[config.mk]
export PLATFORM = sky130hd
export DESIGN_NAME = hazard_ctrl
export DESIGN_NICKNAME = d
export VERILOG_FILES = /design/src/rtl/hazard_ctrl.sv
export SDC_FILE = /design/constraint.sdc
export NUM_CORES = 1
export LEC_CHECK = 0
export BUFFER_PORTS_ARGS = -buffer_cell sky130_fd_sc_hd__clkbuf_2
export CAP_MARGIN = 20
export CORE_AREA = 2 2 74 62
export CTS_BUF_LIST = sky130_fd_sc_hd__clkbuf_16
export CTS_CLUSTER_SIZE = 14
export DETAILED_ROUTE_END_ITERATION = 12
export DIE_AREA = 0 0 76 64
export PLACE_DENSITY = 0.82
export RECOVER_POWER = 25
export SKIP_CTS_REPAIR_TIMING = 1
export SLEW_MARGIN = 20
export SYNTH_ARGS = -nofsm -noshare
export SYNTH_HDL_FRONTEND = slang
export SYNTH_SLANG_ARGS = --single-unit
[constraint.sdc]
create_clock -name clk -period 5.9 [get_ports clk]
set_input_delay 0 -clock clk [delete_from_list [all_inputs] [get_ports clk]]
set_output_delay 0 -clock clk [all_outputs]
set_load 0.05 [all_outputs]
[src/rtl/hazard_ctrl.sv]
// Pipeline sequencing controller: load-use stalls, branch flushes,
// dmem freeze with timeout, and saturating stall/flush counters.
module hazard_ctrl #(
  parameter int MAX_WAIT = 255,
  parameter int CNT_W    = 16
) (
  input  logic             clk,
  input  logic             reset,
  input  logic [4:0]       id_rs1,
  input  logic [4:0]       id_rs2,
  input  logic             id_uses_rs1,
  input  logic             id_uses_rs2,
  input  logic [4:0]       ex_rd,
  input  logic             ex_mem_read,
  input  logic             mem_branch_taken,
  input  logic             dmem_busy,
  output logic             pc_write,
  output logic             if_id_write,
  output logic             if_id_flush,
  output logic             id_ex_write,
  output logic             id_ex_bubble,
  output logic             ex_mem_write,
  output logic             ex_mem_flush,
  output logic             mem_wb_write,
  output logic [1:0]       state,
  output logic [CNT_W-1:0] stall_cycles,
  output logic [CNT_W-1:0] flush_events,
  output logic             timeout_err
);

  typedef enum logic [1:0] {
    RUN    = 2'd0,
    FREEZE = 2'd1
  } fsm_t;

  localparam int WW = (MAX_WAIT > 2) ? $clog2(MAX_WAIT) : 1;
  localparam logic [WW-1:0] WLAST = WW'(MAX_WAIT - 1);

  fsm_t          fsm;
  logic          pending_flush;
  logic [WW-1:0] wait_cnt;

  logic freeze;
  logic flush;
  logic rs_match;
  logic load_use;

  assign freeze   = ~reset & dmem_busy;
  assign flush    = ~reset & ~freeze
                  & (mem_branch_taken | pending_flush);
  assign rs_match = (id_uses_rs1 & (id_rs1 == ex_rd))
                  | (id_uses_rs2 & (id_rs2 == ex_rd));
  assign load_use = ~reset & ~freeze & ~flush
                  & ex_mem_read & (ex_rd != 5'd0) & rs_match;

  always_comb begin
    pc_write     = 1'b1;
    if_id_write  = 1'b1;
    if_id_flush  = 1'b0;
    id_ex_write  = 1'b1;
    id_ex_bubble = 1'b0;
    ex_mem_write = 1'b1;
    ex_mem_flush = 1'b0;
    mem_wb_write = 1'b1;
    unique case (1'b1)
      reset, flush: begin
        if_id_flush  = 1'b1;
        id_ex_bubble = 1'b1;
        ex_mem_flush = 1'b1;
      end
      freeze: begin
        pc_write     = 1'b0;
        if_id_write  = 1'b0;
        id_ex_write  = 1'b0;
        ex_mem_write = 1'b0;
        mem_wb_write = 1'b0;
      end
      load_use: begin
        pc_write     = 1'b0;
        if_id_write  = 1'b0;
        id_ex_bubble = 1'b1;
      end
      default: ;
    endcase
  end

  assign state = fsm;

  always_ff @(posedge clk) begin
    if (reset) begin
      fsm           <= RUN;
      pending_flush <= 1'b0;
      wait_cnt      <= '0;
      stall_cycles  <= '0;
      flush_events  <= '0;
      timeout_err   <= 1'b0;
    end else begin
      if (freeze) begin
        fsm <= FREEZE;
        if (wait_cnt == WLAST) timeout_err <= 1'b1;
        else wait_cnt <= wait_cnt + WW'(1);
        if (mem_branch_taken) pending_flush <= 1'b1;
      end else begin
        fsm      <= RUN;
        wait_cnt <= '0;
      end
      if (flush) begin
        pending_flush <= 1'b0;
        if (flush_events != '1)
          flush_events <= flush_events + CNT_W'(1);
      end
      // freeze and load-use are the only sources of pc_write=0
      if (~pc_write && stall_cycles != '1)
        stall_cycles <= stall_cycles + CNT_W'(1);
    end
  end

endmodule

# [Word-level counts from Yosys, hierarchy flattened]
# Cells that the tools add are included.
[op_classes] addsub=3 mul=0 n_div=0 n_lt_le_gt_ge=0 n_eq_ne=5 shifts=0 n_mux=5 bitwise=14 reduce_logical=9
[ops] cell="$add 16x1->16 const B" n=2
[ops] cell="$ne 16x16->1 const B" n=2
[ops] cell="$eq 5x5->1" n=2
[ops] cell="$and 1x1->1" n=9
[ops] cell="$add 8x1->8 const B" n=1
[ops] cell="$eq 8x8->1 const B" n=1
[ops] cell="$reduce_and 2->1" n=3
[ops] cell="$reduce_or 2->1" n=3
[ops] cell="$mux 1" n=5
[ops] cell="$reduce_bool 5->1" n=1
[ops] cell="$not 1->1" n=3
[ops] cell="$reduce_or 3->1" n=1
[ops] cell="$or 1x1->1" n=2
[ops] cell="$logic_and 1x1->1" n=1
[totals] register_bits=44 latch_bits=0 mem_bits_rw=0 mem_bits_ro=0 input_bits=22 out_inout_bits=43 wordCells=42 mem_count=0

# [Longest topological paths before layout]
[logic_depth] ltp_word=12 depth_mapped=9 ltp_nobuf=7

# [Least setup slack after synthesis]
# Ideal clock, no wire load.
[synth_timing] path_type="register to register" startpoint="register stall_cycles[0]" endpoint="register stall_cycles[14]" setup_time_ps=116 t_arrival_ps=2336 required_time_ps=5784 setup_slack_ps=3447 stages_incl_launch_ff=8 path_buffers=1 synth_period_minus_slack_ps=2453 path_cell_list="dfxtp_1 ha_1 nand2_1 or2_2 clkbuf_1 nor3_1 or4b_1 o211a_1"
[synth_via] elab_chain_len=2 elab_cells_between_ends=3 cone_classes="1 x add/sub; 1 x eq/ne; 1 x reduce/logical"
[synth_lines] element="start: declaration" line_no="26" rtl="output logic [CNT_W-1:0] stall_cycles,"
[synth_lines] element="start signal: assignment" line_no="114" rtl="stall_cycles <= stall_cycles + CNT_W'(1);"
[synth_lines] element="branches (longest 2 deep; another with $add 16x1->16)"
# Several ways; the timed one is not identified.
# A chain may end at the register's enable or synchronous reset.

# [Worst setup path in the final report]
[layout_timing] startpoint="input reset" endpoint="register stall_cycles[1]"
[layout_via] elab_chain_len=12
[layout_lines] element="start: declaration" line_no="8" rtl="input logic reset,"
[layout_lines] element="$not 1->1" line_no="48, 49, 53"
[layout_lines] element="$and 1x1->1" line_no="48" rtl="assign freeze = ~reset & dmem_busy;"
[layout_lines] element="$not 1->1 (no line)"
[layout_lines] element="$and 1x1->1" line_no="49, 53"
[layout_lines] element="$and 1x1->1" line_no="50" rtl="& (mem_branch_taken | pending_flush);"
[layout_lines] element="$not 1->1" line_no="53" rtl="assign load_use = ~reset & ~freeze & ~flush"
[layout_lines] element="$and 1x1->1" line_no="53"
[layout_lines] element="$and 1x1->1 (3 in series)" line_no="54" rtl="& ex_mem_read & (ex_rd != 5'd0) & rs_match;"
[layout_lines] element="$reduce_or 2->1 (no line)"
[layout_lines] element="$logic_and 1x1->1" line_no="113" rtl="if (~pc_write && stall_cycles != '1)"
# Parallel ways exist; a longest one is shown, timed or not.

==> results.py <==
metrics = {
    "run_status": {
        "status": "finished, violations left",
        "violations": "hold timing",
    },
    "yosys": {
        "ys_types": 45,
        "synthArstFlopShare": 0,
        "synth_edf_count": 0,
        "synth_seq_cells": 43,
        "ys_warn_count": 0,
        "syn_nets": 279,
        "synth_area_sq_um": 2195,
        "synth.top_cell.area_share": 0.3922,
        "yosysMostFrequentCell": "dfxtp_1",
        "yosysTopAreaCell": "dfxtp_1",
        "synth_common_cells": "dfxtp_1, nor2_1, nand2_1",
        "avgSynthCellArea_sq_um": 8.674,
        "ys_seq_area_frac": 0.3922,
        "synth_ff_type": "dfxtp_1",
        "synth_cells": 253,
        "synth_area_leaders": "dfxtp_1, xnor2_1, xor2_1",
    },
    "critical_path": {
        "path_max_fanout": 31,
        "critical_path_class": "input pin to flop",
        "critPathLaunchType": "input pin",
        "reg2regPathDepth": 6,
        "endpoint_kind": "flop",
        "required_ns": 6.00,
        "worstPathArrival_ns": 2.89,
    },
    "clocking": {
        "numCtsBuffers": 5,
        "cts_buffer_depth": 2,
        "clock_sink_count": 43,
        "cts_tree": "built",
        "root_buffer": "clkbuf_16",
        "cts_htree_levels": 2,
        "insertion_delay_ns": 0.28,
        "clk_pin_slew_ns": 0.06,
    },
    "finish": {
        "fin_area_sq_um": 2594,
        "fin_nets": 335,
        "drive_gt1_frac": 0.2233,
        "num-fill-cells": 374,
        "area_growth_pct": 18.19,
        "antenna_cells": 0,
    },
    "grt": {
        "grt_pass1_vias": 1883,
        "grt_pass1_wl_mm": 8.424,
        "antenna_found_initial": 0,
        "grt_util_all_layers": 0.2179,
        "grt_max_degree": 32,
        "grt_overflow": 0,
    },
    "floorplan": {
        "die_x_um": 76,
        "die-area_sq_um": 4864,
        "start_util": 0.5389,
        "io_pins": 65,
        "die_h_um": 64,
        "design.core.area_sq_um": 4073,
        "rows": 21,
    },
    "sta": {
        "fmax_mhz": 358.8,
        "fin_crit_sh": 0.4724,
        "fin_crit_ns": 2.787,
        "finClkSkew_ns": 0.002246,
        "rsz0062_at_grt": "no",
        "setup_viol": 0,
        "hold_violations": 1,
        "tns_ns": 0,
        "slew_headroom": 0.01671,
        "whs_ns": -0.02119,
        "worst_slew_pin_slew_ns": 1.475,
        "slew_violations": 0,
    },
    "detailed_routing": {
        "first_pass_iters": 4,
        "drt_wl_total_mm": 4.981,
        "drtIter0Drc": 90,
        "final_antenna_net_count": 0,
        "wl_per_cell_um": 13.61,
        "via_count": 2035,
        "drc": 0,
        "via_per_inst": 5.560,
    },
    "power_and_ir_drop": {
        "cellLeakagePower_nw": 0.9568,
        "peakVddDrop_mv": 0.1627,
        "power.density_nw_per_um2": 236.4,
    },
    "placement": {
        "gp_congestion": 0.8145,
        "portBuffers": 63,
        "placed_cell_area_sq_um": 2486,
        "dp.final_hpwl_mm": 3.515,
    },
    "hold_path": {
        "hp-class": "input pin to flop",
        "whs_path_depth": 3,
    },
    "job": {
        "maxCapViolations": 0,
    },
}
==> stage by stage <==
stage | power (W) | instances | utilization | worst slack [ns] | hold WS [ns]
floorplan | 0.0003490 | 253 | - | 3.447 | 0.09457
CTS | 0.0006169 | 366 | 0.6433 | 3.255 | -0.02063
detailed placement | 0.0003631 | 359 | 0.6104 | 3.347 | 0.2709
global placement | 0.0003620 | 359 | 0.6104 | 3.491 | 0.2478
finish | 0.0006131 | 366 | 0.6369 | 3.113 | -0.02119
global route | 0.0006358 | 366 | 0.6369 | 2.757 | 0.004603
==> sequential cells by signal (all words and copies together) (netlist names) <==
signal and cells:
timeout_err 1, stall_cycles 16, flush_events 16, pending_flush 1, wait_cnt 8, state 1
==> cell usage in the layout, fill, tap and decap left out, drive strengths merged, types with 3 or more instances in the layout <==
master  Yosys  layout
nand2      20      20
nand3      14      14
a211oi      3       3
a21oi      19      19
o311ai      3       3
nor2       30      30
nor3        4       4
ha          4       4
clkbuf      6      68
o21ai       7       7
xnor2      15      15
o31ai       5       5
nand4       8       8
and3        3       3
inv         9       9
or4         6       6
or2         3       3
o41ai       3       3
xor2       15      15
dfxtp      43      43
or3         6       6
==> worst paths after layout <==
path	start	end	slack, ns
worst min register to register	wait_cnt[7]	wait_cnt[7]	0.46
worst max-delay path	reset	stall_cycles[1]	3.11
worst min-delay path	mem_branch_taken	pending_flush	-0.02
worst max register to register	stall_cycles[7]	stall_cycles[1]	3.21
==> cells by family (layout without fill, tap and decap cells) <==
| family | count (synthesis) | count (layout) | share of synthesized area |
|---|---|---|---|
| fa+ha+maj | 4 | 4 | 0.02281 |
| buf+inv | 23 | 79 | 0.05872 |
| compound gates | 46 | 46 | 0.1499 |
| other cells | 1 | 1 | 0.001709 |
| simple gates | 104 | 104 | 0.2457 |
| xor+xnor | 30 | 30 | 0.1197 |
| mux | 2 | 2 | 0.009122 |
| flops | 43 | 43 | 0.3922 |
==> layout make-up <==
class	instances	area (sq um)	share of cell area
inverters	9	33.78	0.01302
well taps	57	71.32	0.02750
repair buffers	63	289.0	0.1114
clock buffers	5	125.1	0.04824
multi-input cells	187	1205	0.4645
flip-flops and latches	43	860.8	0.3319
clock inverters	2	8.758	0.003377
==> where the power goes <==
| part | internal [W] | switching, W |
|---|---|---|
| combinational | 0.0000177 | 0.0000423 |
| clock | 0.000152 | 0.000105 |
| sequential | 0.000293 | 0.00000294 |
| total | 0.000463 | 0.000150 |
==> worst max-delay path, cell delays in order <==
cell and delay, ns:
clkbuf_1 1.05, nor2b_1 0.18, inv_1 0.41, nor2_1 0.12, a21oi_2 0.73, mux2i_1 0.30, nor2_1 0.07
==> metal layers <==
| metal | GRT usage | part of all wire |
|---|---|---|
| met3 | 0.04661 | 0.059 |
| met1 | 0.2593 | 0.44 |
| met5 | 0 | 0 |
| met4 | 0.09091 | 0.016 |
| met2 | 0.3850 | 0.48 |
Note: power is estimated with default switching activity, not from simulation.
